==> src/rtl/window_cost_aggregator.sv <==
// window_cost_aggregator: reduces an N x N window of absolute differences to a
// single matching cost. A clamp register applies optional per-element truncation,
// then a registered binary adder tree sums the elements. A parallel valid chain
// tracks which outputs carry real windows. i_en freezes the whole pipeline.
module window_cost_aggregator #(
   parameter int N  = 5,
   parameter int DW = 8,
   parameter int OW = DW + $clog2(N*N)
) (
   input  logic                         i_clk,
   input  logic                         i_rst,
   input  logic                         i_en,
   input  logic                         i_valid,
   input  logic [N-1:0][N-1:0][DW-1:0]  i_diff,
   input  logic                         i_trunc_en,
   input  logic [DW-1:0]                i_trunc_thr,
   output logic                         o_valid,
   output logic [OW-1:0]                o_crl
);

   // Number of adder stages needed to fold N*N operands down to one.
   localparam int S = $clog2(N*N);

   // Operand count held by pipeline stage s: N*N at the clamp stage, then
   // halved (rounding up, so an odd leftover survives) at every adder stage.
   function automatic int stage_cnt(input int s);
      int c;
      c = N * N;
      for (int i = 0; i < s; i++) begin
         c = (c + 1) / 2;
      end
      return c;
   endfunction

   // Stage 0 is the clamp register; stages 1..S form the adder tree.
   // Each stage is one bit wider than the previous, so no sum can overflow.
   for (genvar s = 0; s <= S; s++) begin : g_stage
      localparam int W   = DW + s;
      localparam int CNT = stage_cnt(s);

      logic [W-1:0] op_d [CNT];
      logic [W-1:0] op_q [CNT];

      if (s == 0) begin : g_clamp
         // Truncate each element to the threshold when truncation is enabled
         // for this window; flatten [row][col] into row-major order.
         always_comb begin
            op_d = '{default: '0};
            for (int r = 0; r < N; r++) begin
               for (int c = 0; c < N; c++) begin
                  if (i_trunc_en && (i_diff[r][c] > i_trunc_thr)) begin
                     op_d[r*N + c] = i_trunc_thr;
                  end else begin
                     op_d[r*N + c] = i_diff[r][c];
                  end
               end
            end
         end
      end else begin : g_sum
         localparam int PREV = stage_cnt(s - 1);

         // Sum adjacent pairs of the previous stage; an odd last operand is
         // carried forward zero-extended.
         always_comb begin
            op_d = '{default: '0};
            for (int i = 0; i < PREV / 2; i++) begin
               op_d[i] = W'(g_stage[s-1].op_q[2*i]) + W'(g_stage[s-1].op_q[2*i + 1]);
            end
            if ((PREV % 2) == 1) begin
               op_d[CNT-1] = W'(g_stage[s-1].op_q[PREV-1]);
            end
         end
      end

      // Stage register: cleared by reset, advances only while enabled.
      always_ff @(posedge i_clk or posedge i_rst) begin
         if (i_rst) begin
            op_q <= '{default: '0};
         end else if (i_en) begin
            op_q <= op_d;
         end
      end
   end

   logic [S:0] valid_d;
   logic [S:0] valid_q;

   // Valid chain shifts in lockstep with the data stages.
   always_comb begin
      valid_d = {valid_q[S-1:0], i_valid};
   end

   // Valid register: cleared by reset so in-flight windows are discarded.
   always_ff @(posedge i_clk or posedge i_rst) begin
      if (i_rst) begin
         valid_q <= '0;
      end else if (i_en) begin
         valid_q <= valid_d;
      end
   end

   assign o_valid = valid_q[S];
   assign o_crl   = g_stage[S].op_q[0];

endmodule

==> config.mk <==
export PLATFORM = sky130hd
export DESIGN_NAME = window_cost_aggregator
export DESIGN_NICKNAME = d
export VERILOG_FILES = /design/src/rtl/window_cost_aggregator.sv
export SDC_FILE = /design/constraint.sdc
export NUM_CORES = 2
export LEC_CHECK = 0
export ABC_CLOCK_PERIOD_IN_PS = 37600
export CORE_MARGIN = 5
export CORE_UTILIZATION = 36
export CTS_CLUSTER_SIZE = 30
export DETAILED_ROUTE_END_ITERATION = 8
export GPL_ROUTABILITY_DRIVEN = 0
export PLACE_DENSITY = 0.59
export SLEW_MARGIN = 10
export SYNTH_ARGS = -nofsm -noshare
export SYNTH_HDL_FRONTEND = slang
export SYNTH_SLANG_ARGS = --single-unit
==> constraint.sdc <==
create_clock -name i_clk -period 37.6 [get_ports i_clk]
set_input_delay 7.52 -clock i_clk [delete_from_list [all_inputs] [get_ports i_clk]]
set_output_delay 7.52 -clock i_clk [all_outputs]
set_load 0.02 [all_outputs]
* Yosys cells after proc, flatten, opt, wreduce, memory -nomap -nowiden
Cells that the tools add are included.
** Storage, ports and cells
- Flip-flop bits (word level) :: 468
- Output and inout port bits :: 14
- Word-level logic and storage cells :: 152
** Operators by class
- $add $sub $neg :: 24
- Order comparisons :: 25
- Multiplexer cells :: 25
- Reduce and logical (&&, ||, !) cells :: 25
** Operators with widths (count)
- 8-bit > comparator :: 25
- 8-bit 2-to-1 mux :: 25
- 8-bit by 8-bit adder with 9-bit output :: 12
- 9-bit by 9-bit adder with 10-bit output :: 6
- 10-bit by 10-bit adder with 11-bit output :: 3
- 1-bit logical AND :: 25
- 12-bit by 12-bit adder with 13-bit output :: 1
- 11-bit by 11-bit adder with 12-bit output :: 1
- 11-bit by 8-bit adder with 12-bit output :: 1

* Logic depth before layout (Yosys ltp)
- Depth after elaboration :: 3
- Gate-level depth with buffers :: 8

* Worst setup path after synthesis
Ideal clock, no wire load.
- Path type :: input-to-reg
- Start :: input port i_trunc_thr[5]
- End :: register g_stage[0].op_q[100] (netlist name)
- Library setup time :: 0.126 ns
- Data arrival time :: 9.521 ns
- Slack :: 27.953 ns
- Stages on the path :: 8
- Path buffers :: 1
- Cells stage by stage :: inv_1 -> ha_1 -> a211o_1 -> a21oi_4 -> a31oi_4 -> and2_4 -> buf_6 -> a221o_1
** Between the ends
- Cells in the longest elaborated chain, start to end :: 3
** Ends and longest elaborated chain
- from (decl) :: RTL line 16 : input logic [DW-1:0] i_trunc_thr,
- 8-bit > comparator :: RTL line 51 : if (i_trunc_en && (i_diff[r][c] > i_trunc_thr)) begin
- 1-bit logical AND :: RTL line 51
- 8-bit 2-to-1 mux :: RTL line 51
- to (signal assigned) :: RTL line 80 : op_q <= op_d;
- to (decl) :: RTL line 42 : logic [W-1:0] op_q [CNT];
No other way between the ends.
A chain may end at the register's enable or synchronous reset.

==> flow_summary.ini <==
[sta]
min_period_ps = 11120
setup_viol = 0
slew_headroom_pct = 22.8
max_freq_mhz = 89.9
max_slew.worst_pin.slew_ps = 1160
maxSlewViolCount = 0
hold_viol = 0
hold_ws_ps = 487
finalSetupTns_ps = 0
min_period_over_period_pct = 29.6
fin_skew_ps = 45.9
rsz0062_at_grt = false

[power]
share_seq_of_total_power_pct = 31.3
leakage_nw = 16.6
p_switching_uw = 954
p_per_area_nw_per_um2 = 64.9
power_frac_clock_pct = 22.8
sw_frac_of_total_pct = 38.4
vdd_ir_drop_max_v = 0.0000355
pwr-share-comb_pct = 45.8
intPower_mw = 1.53

[layout]
drive_gt1_share_pct = 10.0
multi_input_area_sq_um = 20100
area_growth_pct = 15.7
final_common_cell = dfrtp_1
finish.instance_area_sq_um = 38300
fill_cells = 8819
layout.nets = 4109
final_cell_mix = dfrtp_1 (468), ha_1 (411), a21oi_1 (323), nand2_1 (309), clkdlybuf4s50_1 (224)
antenna_cells = 0
seq_area_sq_um = 11700

[worst_hold_path]
worstHoldStart = g_stage[1].op_q[25]
min_path_type = flip-flop to flip-flop
min_delay_path_depth = 2

[drt]
routed_wl_um = 88100
post_drt_wl_per_cell_um = 18.8
ant_nets = 0
drt_iter0_drc = 1677
drt_pre_antenna_iters = 5
drc = 0
vias_per_cell = 5.58
num_vias = 26200

[floorplan]
fp-row-count = 111
core_area_sq_um = 91500
fp.dieArea_sq_um = 98200
die_width_um = 313
ioPinCount = 227
die-height_um = 313
initial_core_util_pct = 36.2

[synthesis]
syn_inst = 3305
synthesis.nets = 3953
synth_top_family_by_area = compound AO/OA/AOI/OAI gates
ys_seq_elements = 468
syn-cell-area_sq_um = 33100
synthDistinctLibCells = 66
synth_compound_area_share_pct = 26.3
synthAdderAreaFrac_pct = 17.0
synth_ff_type = dfrtp_1
avgSynthCellArea_sq_um = 10.0
yosysSeqAreaShare_pct = 35.4
synth_xor_area_share_pct = 1.82
synth-simple-area-share_pct = 11.7
async_flop_share_pct = 100
synth_edf_count = 0
synth_warnings = 0
muxShareOfSynthArea_pct = 3.81

[critical_path]
critPathKind = input port to async pin
r2r_start = g_stage[4].op_q[12]
cp-start-kind = input port
cp.required_ps = 38310
crit_chain = clkdlybuf4s50_1, inv_8, buf_4, buf_12, buf_4, buf_4
path_buf_inv = 6
r2r_cells = 7
cp-end-kind = async pin
cp.depth = 6
crit_start = i_rst
path_delay_family = buffers and inverters
worstPathArrival_ps = 11830
crit_path_max_fanout = 168
max_stage_delay_ps = 840
slowest_stage = buf_4
cp_common_cell = buf_4

[status]
status = complete, no violations

[cts]
cts_setup_buffers = 0
cts_made_buffers = 54
ctsHoldBuffers = 0
cts_resized = 0
clockBufferDepth = 3
clk_pin_slew_worst_paths_ps = 60
cts.sinks = 468
root_buffer = clkbuf_16
cts_max_level = 2
clk-insertion-delay-late_ps = 620
cts_tree = yes

[placement]
placed_area_sq_um = 36300
dpl.hpwl_um = 64400
numPortBuffers = 226

[grt]
antenna_found_initial = 2
grt_max_degree = 207
track_usage_pct = 17.4
grt_pass1_wl_um = 142000
first_global_vias = 26300
gr-total-overflow = 0

[flow_run]
maxCapViolations = 0
==> worst paths after layout <==
path	to	slack (ps)
hold / removal	g_stage[1].op_q[25]	490
setup reg to reg	o_crl[10]	35190
max in group i_clk	g_stage[2].op_q[66]	26760
hold reg to reg	g_stage[1].op_q[25]	490
setup / recovery	g_stage[0].op_q[106]	26480
min in group asynchronous	g_stage[1].op_q[4]	7480
==> state kept, by name, summed over array words and instances (netlist names) <==
signal and flops:
g_stage.op_q 449, o_crl 13, valid_q 6
==> metrics by stage <==
| step | util [%] | power (mW) | setup WS (ps) | std cells |
|---|---|---|---|---|
| floorplan | - | 1.62 | 17030 | 3305 |
| global placement | 39.7 | 1.91 | 25570 | 4591 |
| detailed placement | 39.7 | 1.92 | 25590 | 4591 |
| CTS | 41.9 | 2.51 | 26260 | 4691 |
| global route | 41.9 | 2.69 | 25760 | 4691 |
| finish | 41.9 | 2.49 | 26480 | 4691 |
==> power groups by stage <==
stage	logic, mW	registers [mW]	clock network (mW)
final	1.14	0.779	0.568
after global routing	1.29	0.797	0.601
after CTS	1.14	0.781	0.582
after detailed placement	1.13	0.788	0
after global placement	1.12	0.787	0
after floorplan	0.875	0.742	0
==> worst min-delay path, stage by stage, from the launching register on <==
cell and delay, ps:
dfrtp_1 340, nand2_1 60, o31ai_1 50
==> routing by layer <==
layer  vias to the layer above  global-route usage (%)  wire length, um
met4                         0                    2.96             1220
met1                     12700                    24.8            43000
met2                       388                    29.1            41100
met5                         -                       0                0
met3                        97                    2.03             2790
li1                      13000                       -                -
==> layout make-up <==
cell class / count / area share (%)
clock buffers: 73 / 4.11
flip-flops and latches: 468 / 30.6
multi-input cells: 2544 / 52.5
clock inverters: 27 / 1.03
inverters: 146 / 1.47
repair buffers: 247 / 6.41
well taps: 1186 / 3.87
==> cell usage after synthesis, types with 16 or more instances <==
cell type,n,share of area (%)
a211o_1,30,0.79
a211oi_1,59,1.3
a21o_1,37,0.84
a21oi_1,323,4.9
a21oi_4,24,1.2
a221o_1,201,6.1
a31oi_1,28,0.53
a31oi_4,24,1.5
and2_4,24,0.63
and3_1,16,0.30
buf_1,22,0.25
buf_2,31,0.47
buf_6,25,0.85
clkbuf_1,69,0.78
dfrtp_1,468,35
fa_1,24,1.5
ha_1,411,16
inv_1,145,1.6
mux2_2,112,3.8
nand2_1,309,3.5
nand2_2,24,0.45
nand3_1,36,0.54
nand3b_1,18,0.41
nand4_1,56,1.1
nor2_1,126,1.4
nor2b_1,57,1.1
nor3_1,64,0.97
o2111ai_1,33,0.87
o211ai_1,53,1.2
o21a_1,35,0.79
o21ai_0,79,1.2
o21ai_1,36,0.54
o21bai_1,18,0.41
o2bb2ai_1,24,0.63
o31ai_1,40,0.91
or3_1,23,0.43
xnor2_1,66,1.7
==> logic make-up (layout without fill, tap and decap cells) <==
family,count (synthesis),after routing
AOI/OAI and AO/OA,1132,1132
xor gates and xnor gates,69,69
adders and majority gates,435,435
buffers and inverters,293,493
DFF,468,468
muxes,112,112
and+or+nand+nor,796,796
No activity file was read; power rests on OpenSTA's default activity.
